### src/rtl/checker_arbiter_pkg.sv
// Shared definitions for the hashchecker arbiter: FSM state encoding,
// default hash width and a constant-friendly clog2 helper.
package checker_arbiter_pkg;

  localparam int HASH_W_DEF = 128;

  typedef enum logic [2:0] {
    IDLE   = 3'd0,
    STROBE = 3'd1,
    DROP   = 3'd2,
    WAIT   = 3'd3,
    REPLY  = 3'd4
  } arb_state_e;

  // Ceiling log2, never below 1 so every derived vector has at least one bit
  function automatic int clog2(input int v);
    int r;
    r = 1;
    for (int i = 1; i < 31; i++) begin
      if ((1 << i) < v) r = i + 1;
    end
    return r;
  endfunction

endpackage

### src/rtl/checker_arbiter_rr_pick.sv
// Round-robin picker: first set request bit after last_served, wrapping,
// so the lane just served is the last one considered.
module checker_arbiter_rr_pick
  import checker_arbiter_pkg::*;
#(
  parameter int NUM_LANES = 4,
  parameter int IDX_W     = clog2(NUM_LANES)
) (
  input  logic [NUM_LANES-1:0] req,
  input  logic [IDX_W-1:0]     last_served,
  output logic                 found,
  output logic [IDX_W-1:0]     index
);

  logic [IDX_W-1:0] cand;

  // Walk offsets 1..NUM_LANES from last_served; the nearest requester wins
  always_comb begin
    found = 1'b0;
    index = '0;
    cand  = '0;
    for (int k = 1; k <= NUM_LANES; k++) begin
      cand = IDX_W'((int'(last_served) + k) % NUM_LANES);
      if (!found && req[cand]) begin
        found = 1'b1;
        index = cand;
      end
    end
  end

endmodule

### src/rtl/checker_arbiter.sv
// Shares one hashchecker among NUM_LANES cracking lanes. Lanes are picked
// round-robin; the arbiter strobes checkrdy, waits for resultrdy (with a
// watchdog) and returns the match/timeout result with a one-cycle lane_done.
// Optional statistics counters are built when CHECKER_ARB_STATS_EN is defined.
module checker_arbiter
  import checker_arbiter_pkg::*;
#(
  parameter int NUM_LANES      = 4,
  parameter int HASH_W         = HASH_W_DEF,
  parameter int STROBE_CYCLES  = 2,
  parameter int TIMEOUT_CYCLES = 1024,
  localparam int IDX_W         = clog2(NUM_LANES)
) (
  input  logic                        clk,
  input  logic                        rst,
  input  logic [NUM_LANES-1:0]        lane_req,
  input  logic [NUM_LANES*HASH_W-1:0] lane_hash,
  output logic [NUM_LANES-1:0]        lane_done,
  output logic                        lane_match,
  output logic                        lane_timeout,
  output logic [IDX_W-1:0]            grant_idx,
  output logic                        busy,
  output logic                        checker_checkrdy,
  output logic [HASH_W-1:0]           checker_hash,
  input  logic                        checker_resultrdy,
  input  logic                        checker_matchfound
`ifdef CHECKER_ARB_STATS_EN
  ,
  output logic [31:0]                 check_count,
  output logic [15:0]                 match_count
`endif
);

  localparam int TMO_W = clog2(TIMEOUT_CYCLES) + 1;
  localparam int STB_W = clog2(STROBE_CYCLES) + 1;

  arb_state_e               state_q, state_d;
  logic [IDX_W-1:0]         grant_q, grant_d;
  logic [IDX_W-1:0]         last_q, last_d;
  logic [HASH_W-1:0]        hash_q, hash_d;
  logic                     match_q, match_d;
  logic                     tflag_q, tflag_d;
  logic [TMO_W-1:0]         tmo_cnt_q, tmo_cnt_d;
  logic [STB_W-1:0]         stb_cnt_q, stb_cnt_d;

  logic [NUM_LANES-1:0][HASH_W-1:0] hash_arr;
  logic                     pick_found;
  logic [IDX_W-1:0]         pick_idx;

  // Same bit layout as lane_hash: lane i occupies [i*HASH_W +: HASH_W]
  assign hash_arr = lane_hash;

  checker_arbiter_rr_pick #(
    .NUM_LANES (NUM_LANES),
    .IDX_W     (IDX_W)
  ) u_pick (
    .req         (lane_req),
    .last_served (last_q),
    .found       (pick_found),
    .index       (pick_idx)
  );

  // Next-state logic: grant, strobe, ignore stale resultrdy, wait with watchdog, reply
  always_comb begin
    state_d   = state_q;
    grant_d   = grant_q;
    last_d    = last_q;
    hash_d    = hash_q;
    match_d   = match_q;
    tflag_d   = tflag_q;
    tmo_cnt_d = tmo_cnt_q;
    stb_cnt_d = stb_cnt_q;
    case (state_q)
      IDLE: begin
        if (pick_found) begin
          grant_d   = pick_idx;
          hash_d    = hash_arr[pick_idx];
          tmo_cnt_d = '0;
          stb_cnt_d = '0;
          state_d   = STROBE;
        end
      end
      STROBE: begin
        if (stb_cnt_q == STB_W'(STROBE_CYCLES - 1)) state_d = DROP;
        else stb_cnt_d = stb_cnt_q + 1'b1;
      end
      DROP: state_d = WAIT;
      WAIT: begin
        if (checker_resultrdy) begin
          match_d = checker_matchfound;
          tflag_d = 1'b0;
          state_d = REPLY;
        end else if (tmo_cnt_q == TMO_W'(TIMEOUT_CYCLES - 1)) begin
          match_d = 1'b0;
          tflag_d = 1'b1;
          state_d = REPLY;
        end else begin
          tmo_cnt_d = tmo_cnt_q + 1'b1;
        end
      end
      REPLY: begin
        last_d  = grant_q;
        state_d = IDLE;
      end
      default: state_d = IDLE;
    endcase
  end

  // State and datapath registers with synchronous reset
  always_ff @(posedge clk) begin
    if (rst) begin
      state_q   <= IDLE;
      grant_q   <= '0;
      last_q    <= '0;
      hash_q    <= '0;
      match_q   <= 1'b0;
      tflag_q   <= 1'b0;
      tmo_cnt_q <= '0;
      stb_cnt_q <= '0;
    end else begin
      state_q   <= state_d;
      grant_q   <= grant_d;
      last_q    <= last_d;
      hash_q    <= hash_d;
      match_q   <= match_d;
      tflag_q   <= tflag_d;
      tmo_cnt_q <= tmo_cnt_d;
      stb_cnt_q <= stb_cnt_d;
    end
  end

  // Outputs decoded from registered state; lane_done pulses only in REPLY
  always_comb begin
    lane_done = '0;
    if (state_q == REPLY) lane_done[grant_q] = 1'b1;
  end

  assign lane_match       = match_q;
  assign lane_timeout     = tflag_q;
  assign grant_idx        = grant_q;
  assign busy             = (state_q != IDLE);
  assign checker_checkrdy = (state_q == STROBE);
  assign checker_hash     = hash_q;

`ifdef CHECKER_ARB_STATS_EN
  logic [31:0] check_cnt_q, check_cnt_d;
  logic [15:0] match_cnt_q, match_cnt_d;

  // Count completed checks (wrapping) and matches (saturating)
  always_comb begin
    check_cnt_d = check_cnt_q;
    match_cnt_d = match_cnt_q;
    if (state_q == REPLY) begin
      check_cnt_d = check_cnt_q + 32'd1;
      if (match_q && (match_cnt_q != 16'hFFFF)) match_cnt_d = match_cnt_q + 16'd1;
    end
  end

  // Statistics registers
  always_ff @(posedge clk) begin
    if (rst) begin
      check_cnt_q <= '0;
      match_cnt_q <= '0;
    end else begin
      check_cnt_q <= check_cnt_d;
      match_cnt_q <= match_cnt_d;
    end
  end

  assign check_count = check_cnt_q;
  assign match_count = match_cnt_q;
`endif

endmodule

### config.mk
export PLATFORM = sky130hd
export DESIGN_NAME = checker_arbiter
export DESIGN_NICKNAME = d
export VERILOG_FILES = /design/src/rtl/checker_arbiter_pkg.sv /design/src/rtl/checker_arbiter_rr_pick.sv /design/src/rtl/checker_arbiter.sv
export SDC_FILE = /design/constraint.sdc
export NUM_CORES = 1
export LEC_CHECK = 0
export ABC_AREA = 1
export CORE_AREA = 3 3 258 260
export DETAILED_ROUTE_END_ITERATION = 12
export DIE_AREA = 0 0 261 263
export SLEW_MARGIN = 40
export SYNTH_ARGS = -nofsm -noshare
export SYNTH_HDL_FRONTEND = slang
export SYNTH_SLANG_ARGS = --single-unit
### constraint.sdc
create_clock -name clk -period 4.5 [get_ports clk]
set_input_delay 1.35 -clock clk [delete_from_list [all_inputs] [get_ports clk]]
set_output_delay 1.35 -clock clk [all_outputs]
set_load 0.005 [all_outputs]
==> impl_metrics.ini <==
[status]
status = finished, final reports clean

[power]
p_leak_nw = 10.7
peakVddDrop_v = 0.000240
powerDensity_nw_per_um2 = 257

[timing]
hold_viol = 0
period_needed_ns = 3.49
finalSetupViolations = 0
worstMarginPinSlew_ns = 0.643
tns_ns = 0
clock.fmax_ghz = 0.287
slew-limit-headroom_pct = 57.1
finalClockSkew_ns = 0.0137
rsz0062_at_grt = false
finalMaxSlewViolations = 0
min_period_over_period_pct = 77.5

[grt]
grt_use_total_pct = 18.1
gr-total-overflow = 0
grt_start_max_net_pins = 107
grt_pass1_vias = 15252
grt_use_met3_pct = 6.59
grt-busiest-layer = met2
met1_usage_pct = 20.7
antenna_found_initial = 17
use_met2_pct = 30.4
grt_first_pass_wirelength_microns = 94400

[synth]
ys_ff_latch = 150
synth_warnings = 0
synth_area_sq_um = 12500
synth_flop_cell = dfxtp_1
ys_async_sr_fraction_pct = 0
synth-edff-count = 0
postSynthCellCount = 2309
netlist-cell-type-count = 29
avgSynthCellArea_sq_um = 5.40
syn-num-nets = 2831
yosysSeqAreaShare_pct = 24.1

[layout]
synthToLayoutAreaGrowth_pct = 65.1
register_area_sq_um = 3000
layout.nets = 3383
multi_input_area_sq_um = 6640
fill_cells = 7158
drive_above_1_share_pct = 3.38
fin_area_sq_um = 20600

[floorplan]
core_sq_um = 64300
die_y_microns = 263
row_count = 93
chipWidth_microns = 261
initial_core_util_pct = 19.4
pin_count = 658
die-area_sq_um = 68600

[cts]
clock-sinks = 150
clk_latency_ns = 0.48
path_clk_slew_ns = 0.08
htreeDepth = 4
numCtsBuffers = 17
ctsResizeCount = 0
clk_path_buf_depth = 2
cts_tree = done
cts-root-buf = clkbuf_16
cts_setup_buffers = 0
postCtsHoldBufs = 0

[worst_setup_path]
r2r_start = last_q[0]
endpoint = lane_done[1]
reg2reg_slack_ns = 1.67
r2r_end = checker_hash[50]
end_kind = output pin
crit_type = reg2out
cp_data_arrival_time_ns = 2.14
cp-start-kind = flip-flop
cp_max_fo = 5
setup.worst_path.start = state_q[2]
reg2regPathDepth = 14
cp_data_required_time_ns = 3.15

[drt]
drc = 0
num_vias = 16372
wirelength_microns = 65100
ant_nets = 0
drt-initial-drc-count = 1048
dr.pass1.iters = 7
viasPerCell = 4.38
post_drt_wl_per_cell_microns = 17.4

[place]
hpwl_microns = 49500
numPortBuffers = 657
dpl-instance-area_sq_um = 19900
gp_congestion = 0.858

[min_path]
hold_path.class = reg2reg
whs_path_depth = 2

[run]
max_cap_violations = 0
[area by class of cell]
class                   count  share of cell area (%)
diodes                      9                   0.109
well taps                 855                    5.19
repair buffers            706                    35.0
flip-flops and latches    150                    14.6
clock inverters            15                    1.01
multi-input cells        1447                    32.2
clock buffers              17                    2.06
inverters                 539                    9.84
[power breakdown]
part | total [mW] | leakage (nW) | internal, mW | switching [mW]
Combinational | 2.05 | 9.13 | 1.06 | 0.985
Clock | 1.64 | 0.307 | 0.902 | 0.741
Sequential | 1.61 | 1.24 | 1.51 | 0.107
[worst max-delay path, stage by stage, from the launching register on]
cell             delay [ns]
dfxtp_1                0.40
inv_1                  0.05
nor3_1                 0.35
inv_1                  0.16
nor3_1                 0.16
clkdlybuf4s50_1        0.53
[cell families (layout without fill, tap and decap cells)]
logic type | count (synthesis) | count (layout) | synth area share [%]
AND/OR/NAND/NOR | 1411 | 1411 | 50.8
buffers and inverters | 712 | 1277 | 23.3
flip-flops | 150 | 150 | 24.1
AO/OA/AOI/OAI | 26 | 26 | 1.09
XOR/XNOR | 8 | 8 | 0.561
adder cells (fa/ha/maj) | 2 | 2 | 0.200
other | 0 | 9 | 0
[through the flow]
stage	power, mW	hold slack [ns]	instances	worst slack [ns]	util [%]
2_1_floorplan	2.50	0.439	2309	1.86	-
3_3_place_gp	3.71	0.435	3697	0.607	31.0
3_5_place_dp	3.71	0.438	3697	0.582	31.0
4_1_cts	5.40	0.453	3729	0.961	32.0
5_1_grt	5.64	0.467	3734	0.789	32.0
6_report	5.30	0.448	3738	1.01	32.0
[flip-flops by register name, summed over array words and instances (netlist names)]
name	cells
lane_timeout	1
grant_idx	2
state_q	3
lane_match	1
last_q	2
stb_cnt_q	2
tmo_cnt_q	11
checker_hash	128
[cells in the final DEF, fill, tap and decap left out, types with 8 or more instances in the layout]
master           count
nor3_1               8
buf_12              21
clkdlybuf4s50_1    657
nor2_1              23
nand3_1            275
diode_2              9
nand4_1            260
a21oi_1             18
clkbuf_16           17
inv_1              535
nand2_1            833
dfxtp_1            150
buf_4               28
[cells in the mapped netlist, types with 2 or more instances]
library cell	n	area share, %
buf_1	5	0.15
nor3_1	8	0.32
nand2_1	833	25
buf_4	14	0.84
inv_1	535	16
o21ai_0	4	0.16
xnor2_1	2	0.14
buf_2	131	5.3
a21oi_1	19	0.76
dfxtp_1	150	24
inv_2	3	0.090
clkbuf_1	21	0.63
ha_1	2	0.20
nor2_1	24	0.72
nand2_2	3	0.15
nand3_1	276	11
xor2_1	6	0.42
nand4_1	260	13
nand3_2	3	0.24
[worst min path at each step]
stage                     slack [ns]         startpoint           endpoint
after global routing            0.47   checker_hash[51]   checker_hash[51]
after floorplan                 0.44       stb_cnt_q[1]       stb_cnt_q[1]
after CTS                       0.45   checker_hash[74]   checker_hash[74]
after global placement          0.44   checker_hash[97]   checker_hash[97]
final                           0.45  checker_hash[125]  checker_hash[125]
after detailed placement        0.44   checker_hash[30]   checker_hash[30]
[routing by layer]
metal | wire length [microns] | up-vias | share of wire (%)
li1 | - | 8221 | -
met1 | 25700 | 7379 | 40
met2 | 31000 | 685 | 48
met3 | 6610 | 83 | 10
met4 | 1670 | 4 | 2.6
met5 | 31 | - | 0.048
Note: power is estimated with default switching activity, not from simulation.
